--- config.mk ---
export PLATFORM = sky130hd
export DESIGN_NAME = mux_stream_n
export DESIGN_NICKNAME = d
export VERILOG_FILES = /design/src/rtl/mux_stream_pkg.sv /design/src/rtl/rr_pick.sv /design/src/rtl/mux_stream_n.sv
export SDC_FILE = /design/constraint.sdc
export NUM_CORES = 1
export LEC_CHECK = 0
export ABC_CLOCK_PERIOD_IN_PS = 17250
export CAP_MARGIN = 10
export CORE_ASPECT_RATIO = 0.5
export CORE_MARGIN = 1.5
export CORE_UTILIZATION = 35
export DETAILED_ROUTE_END_ITERATION = 10
export GPL_TIMING_DRIVEN = 1
export PLACE_DENSITY = 0.7
export SYNTH_ARGS = -nofsm -noshare
export SYNTH_HDL_FRONTEND = slang
export SYNTH_HIERARCHICAL = 1
export SYNTH_SLANG_ARGS = --single-unit
--- constraint.sdc ---
create_clock -name clk -period 17.25 [get_ports clk]
set_input_delay 1.725 -clock clk [delete_from_list [all_inputs] [get_ports clk]]
set_output_delay 1.725 -clock clk [all_outputs]
set_load 0.02 [all_outputs]
--- src/rtl/mux_stream_pkg.sv ---
// mux_stream_pkg: mode constants, output-register state encoding and default sizes for mux_stream_n.
package mux_stream_pkg;
    localparam logic MODE_SEL  = 1'b0;
    localparam logic MODE_RR   = 1'b1;
    localparam int   DEF_WIDTH = 32;
    localparam int   DEF_N_IN  = 5;
    typedef enum logic {EMPTY, FULL} state_t;
endpackage

--- src/rtl/rr_pick.sv ---
// rr_pick: rotate-priority find-first; picks the first set req bit starting at ptr and wrapping modulo N_IN.
module rr_pick #(
    parameter int N_IN  = 5,
    parameter int SEL_W = $clog2(N_IN)
) (
    input  logic [N_IN-1:0]  req,
    input  logic [SEL_W-1:0] ptr,
    output logic [SEL_W-1:0] grant_idx,
    output logic             grant_vld
);
    // Walk from the farthest offset down so the nearest requester is written last and wins.
    always_comb begin
        grant_idx = '0;
        grant_vld = 1'b0;
        for (int i = N_IN - 1; i >= 0; i--) begin
            if (req[SEL_W'((int'(ptr) + i) % N_IN)]) begin
                grant_idx = SEL_W'((int'(ptr) + i) % N_IN);
                grant_vld = 1'b1;
            end
        end
    end
endmodule

--- src/rtl/mux_stream_n.sv ---
// mux_stream_n: N-input valid/ready stream mux with registered output, selected or round-robin grant.
// Define MUX_STREAM_N_SKID_EN to add a skid register that decouples in_ready from out_ready.
module mux_stream_n
    import mux_stream_pkg::*;
#(
    parameter int WIDTH = DEF_WIDTH,
    parameter int N_IN  = DEF_N_IN,
    parameter int SEL_W = $clog2(N_IN)
) (
    input  logic                    clk,
    input  logic                    reset,
    input  logic                    mode,
    input  logic [SEL_W-1:0]        selector,
    input  logic [N_IN-1:0]         in_valid,
    input  logic [N_IN*WIDTH-1:0]   in_data,
    output logic [N_IN-1:0]         in_ready,
    output logic                    out_valid,
    output logic [WIDTH-1:0]        out_data,
    output logic [SEL_W-1:0]        out_chan,
    input  logic                    out_ready,
    output logic                    sel_err
);
    localparam int NP = 2 ** SEL_W;

    state_t             state, state_nxt;
    logic [SEL_W-1:0]   rr_ptr, rr_idx, g, rr_nxt, load_chan;
    logic               rr_vld, gvld, sel_ok, slot_free, xfer, load;
    logic [NP-1:0]      vpad;
    logic [WIDTH-1:0]   din [N_IN];
    logic [WIDTH-1:0]   load_data;

    for (genvar k = 0; k < N_IN; k++) begin : g_unpack
        assign din[k] = in_data[k*WIDTH +: WIDTH];
    end

    rr_pick #(.N_IN(N_IN), .SEL_W(SEL_W)) u_rr (
        .req       (in_valid),
        .ptr       (rr_ptr),
        .grant_idx (rr_idx),
        .grant_vld (rr_vld)
    );

    // Padding lets an out-of-range selector index valid safely; sel_ok masks it anyway.
    assign vpad     = NP'(in_valid);
    assign sel_ok   = int'(selector) < N_IN;
    assign g        = mode == MODE_RR ? rr_idx : selector;
    assign gvld     = mode == MODE_RR ? rr_vld : sel_ok && vpad[selector];
    assign rr_nxt   = int'(g) == N_IN - 1 ? '0 : g + 1'b1;
    assign in_ready = (reset && gvld && slot_free) ? (N_IN'(1) << g) : '0;
    assign xfer     = |in_ready;

`ifdef MUX_STREAM_N_SKID_EN
    logic               skid_full, out_load, skid_mv;
    logic [WIDTH-1:0]   skid_data;
    logic [SEL_W-1:0]   skid_chan;

    assign slot_free = !skid_full;
    assign out_load  = xfer && (state == EMPTY || out_ready);
    assign skid_mv   = skid_full && out_ready;
    assign load      = out_load || skid_mv;
    assign load_data = skid_mv ? skid_data : din[g];
    assign load_chan = skid_mv ? skid_chan : g;

    always_ff @(posedge clk or negedge reset) begin
        if (!reset) begin
            skid_full <= 1'b0;
            skid_data <= '0;
            skid_chan <= '0;
        end else if (xfer && !out_load) begin
            skid_full <= 1'b1;
            skid_data <= din[g];
            skid_chan <= g;
        end else if (skid_mv) begin
            skid_full <= 1'b0;
        end
    end
`else
    assign slot_free = state == EMPTY || out_ready;
    assign load      = xfer;
    assign load_data = din[g];
    assign load_chan = g;
`endif

    always_ff @(posedge clk or negedge reset) begin
        if (!reset) state <= EMPTY;
        else        state <= state_nxt;
    end

    always_comb begin
        state_nxt = state;
        state_nxt = load ? FULL : out_ready ? EMPTY : state;
    end

    assign out_valid = state == FULL;

    always_ff @(posedge clk or negedge reset) begin
        if (!reset) begin
            out_data <= '0;
            out_chan <= '0;
            sel_err  <= 1'b0;
            rr_ptr   <= '0;
        end else begin
            sel_err <= mode == MODE_SEL && !sel_ok;
            if (load) begin
                out_data <= load_data;
                out_chan <= load_chan;
            end
            if (xfer && mode == MODE_RR) rr_ptr <= rr_nxt;
        end
    end
endmodule
==> reports/results.ini <==
[logic_synthesis]
yosysWarnings=6
synth_area_leaders=dfrtp_1, mux2i_1, ha_1, o221ai_1, nand2_1
synth-simple-area-share_pct=15.1
yosys.area_share.xor_xnor_pct=2.72
synth_compound_area_share_pct=17.2
synth_edf_count=0
synth_fp_nets=676
syn_avg_cell_area_sq_um=9.53
synthTopCellsByCount=mux2i_1, nand2_1, dfrtp_1, o221ai_1, ha_1
seq_area_frac_synth_pct=22.0
synth_top_family_by_area=multiplexers
yosysTopAreaCell=dfrtp_1
yosysMostFrequentCell=mux2i_1
synth.distinct_cells=77
netlist_area_sq_mm=0.00455
synth_seq_cells=40
synth_top_area_share_pct=22.0
synthMuxAreaShare_pct=29.7
synth-main-ff-cell=dfrtp_1
synthArstFlopShare_pct=100
yosys.area_share.adder_pct=7.59
synthCells=477

[floorplan]
fp-row-count=29
ios=214
die_w_um=164
die-area_sq_mm=0.0137
fp.dieH_um=83.6
start_util_pct=35.9
core-area_sq_mm=0.0127

[final_layout]
stdcell_count=845
final-seq-area_sq_mm=0.00100
fillCellCount=1159
layout.nets=873
final_area_sq_mm=0.00692
antenna_cells=0
area_growth_pct=52.1
final_util_pct=54.6
drive_gt1_share_pct=10.7
multi_input_area_sq_mm=0.00330

[setup_path]
critPathMaxFanout=69
rrSetupSlack_ns=10.52
criticalPathCategory=register to output pin
r2r_start=rr_ptr[2]
crit_end=in_ready[3]
cp-end-kind=output pin
rr_worst_depth=23
setup.worst_path.start=rr_ptr[2]
cp-start-kind=register
critPathArrivalTime_ns=6.59
reg2reg_to=out_data[10]
cp.required_ns=15.52

[pwr]
power_frac_clock_pct=6.0
p_leak_nw=2.92
p_total_mw=1.76
p_int_uw=892
power_frac_seq_pct=9.8
power_switching_uw=867
switching_share_pct=49.3
ir_worst_vdd_mv=0.231
p_per_area_mw_per_mm2=254
power_frac_comb_pct=84.2

[drt]
drtAntennaViolNets=0
drc_errors=0
totalWireLength_um=14400
wl_met2_um=7180
viasPerCell=5.23
wl_met3_um=873
met1_length_um=6130
wl_per_cell_um=17.1
drtPass1Iterations=6
vias=4418
highest_layer=met4
drt_first_iter_violations=258

[clock_network]
path_clk_slew_ns=0.06
clock-sinks=40
cts-hold-fix-buffers=0
ctsHtreeMaxLevel=2
cts_tree=yes
clkLatencyLatePin_ns=0.28
cts-root-buf=clkbuf_16
cts_buffers=5
cts_buffer_depth=2
cts_resized=0
post_cts_buffers=0

[grt]
grt_pass1_wl_um=23500
grt_pass1_vias=4474
grt_max_degree=70
grt-ovfl-total=0
antenna_found_initial=0
grt_usage_pct=21.6

[placed_design]
placed_area_sq_mm=0.00675
gp_congestion=0.873
placed_cells=837
hpwl_um=11400
dp_slack_ns=9.21
portBuffers=213

[timing]
slew_violations=0
finalClockSkew_ns=0.00358
finalHoldViolCount=0
layout_setup_ws_ns=8.93
fin_crit_ns=8.32
slew-limit-headroom_pct=25.5
worst_pin_slew_ns=1.12
setup_viol=0
fmax_ghz=0.120
rsz0062_at_grt=no
finalSetupTns_ns=0
finalCritPeriodShare_pct=48.2
whs_ns=0.491

[min_path]
min_path_type=register to register

[job]
max-cap-violations=0

[outcome]
run_status=finished clean

==> worst min-delay path by stage <==
stage | slack [ns] | endpoint | startpoint | cells past startpoint
after floorplan | 0.58 | rr_ptr[2] | rr_ptr[2] | 1
after global placement | 0.47 | out_chan[2] | out_chan[2] | 1
after detailed placement | 0.48 | out_data[11] | out_data[11] | 1
after CTS | 0.49 | out_data[11] | out_data[11] | 1
after global routing | 0.51 | out_chan[1] | out_chan[1] | 1
final | 0.49 | out_data[11] | out_data[11] | 1
==> state kept, by name, indices dropped and copies added (netlist names) <==
signal and cells:
out_chan 3, rr_ptr 3, out_valid 1, sel_err 1, out_data 32
==> cell type report <==
cell class	count	area share [%]
clock buffers	5	1.81
clock inverters	3	0.615
inverters	17	0.940
multi-input cells	391	47.7
flip-flops and latches	40	14.5
well taps	170	3.07
repair buffers	219	31.4
==> kinds of logic after synthesis <==
logic type / Yosys count
flops: 40
xor+xnor: 9
fa+ha+maj: 27
buf+inv: 46
mux: 120
compound gates: 98
simple gates: 137
==> power groups by stage <==
| stage | sequential (mW) | clock, mW | combinational, mW |
|---|---|---|---|
| after global routing | 0.178 | 0.113 | 1.61 |
| after global placement | 0.171 | 0 | 1.45 |
| after detailed placement | 0.174 | 0 | 1.47 |
| after floorplan | 0.213 | 0 | 1.09 |
| final | 0.172 | 0.106 | 1.48 |
| after CTS | 0.172 | 0.108 | 1.48 |
==> critical path: stages (launching register included) <==
cell	delay [ns]
dfrtp_1	0.86
inv_1	0.23
ha_1	0.41
o21ai_0	0.38
nand2_1	0.13
xnor2_1	0.17
ha_1	0.22
fa_1	0.40
nand4_1	0.22
mux2i_1	0.30
mux2_2	0.25
o21a_1	0.16
a41oi_2	0.12
o211ai_1	0.12
o221a_2	0.25
mux2i_4	0.09
clkinv_2	0.06
buf_4	0.75
ha_1	0.29
ha_1	0.16
and2_1	0.12
clkdlybuf4s50_1	0.59
==> layout by cell type, fill, tap and decap left out, drive strengths merged, types with 3 or more instances in the layout <==
| master | instances |
|---|---|
| a31oi | 4 |
| inv | 15 |
| xnor2 | 7 |
| o221ai | 32 |
| o22ai | 3 |
| a21oi | 16 |
| nand2b | 6 |
| nand3b | 3 |
| mux2 | 39 |
| o21ai | 13 |
| nor2b | 4 |
| ha | 26 |
| nor3 | 6 |
| buf | 7 |
| clkbuf | 5 |
| and2 | 4 |
| a21boi | 3 |
| clkdlybuf4s50 | 212 |
| nor2 | 19 |
| nand4 | 5 |
| o211ai | 3 |
| and3 | 8 |
| nand2 | 62 |
| dfrtp | 40 |
| clkinv | 3 |
| nand3 | 7 |
| nand4b | 3 |
| mux4 | 4 |
| mux2i | 77 |
==> routing by layer <==
metal  up-vias  track usage (%)
met2       140             37.4
met5         -                0
met4         0             5.04
li1       2200                -
met3        17             3.97
met1      2061             27.6
Power figures use the tool's default switching activity.
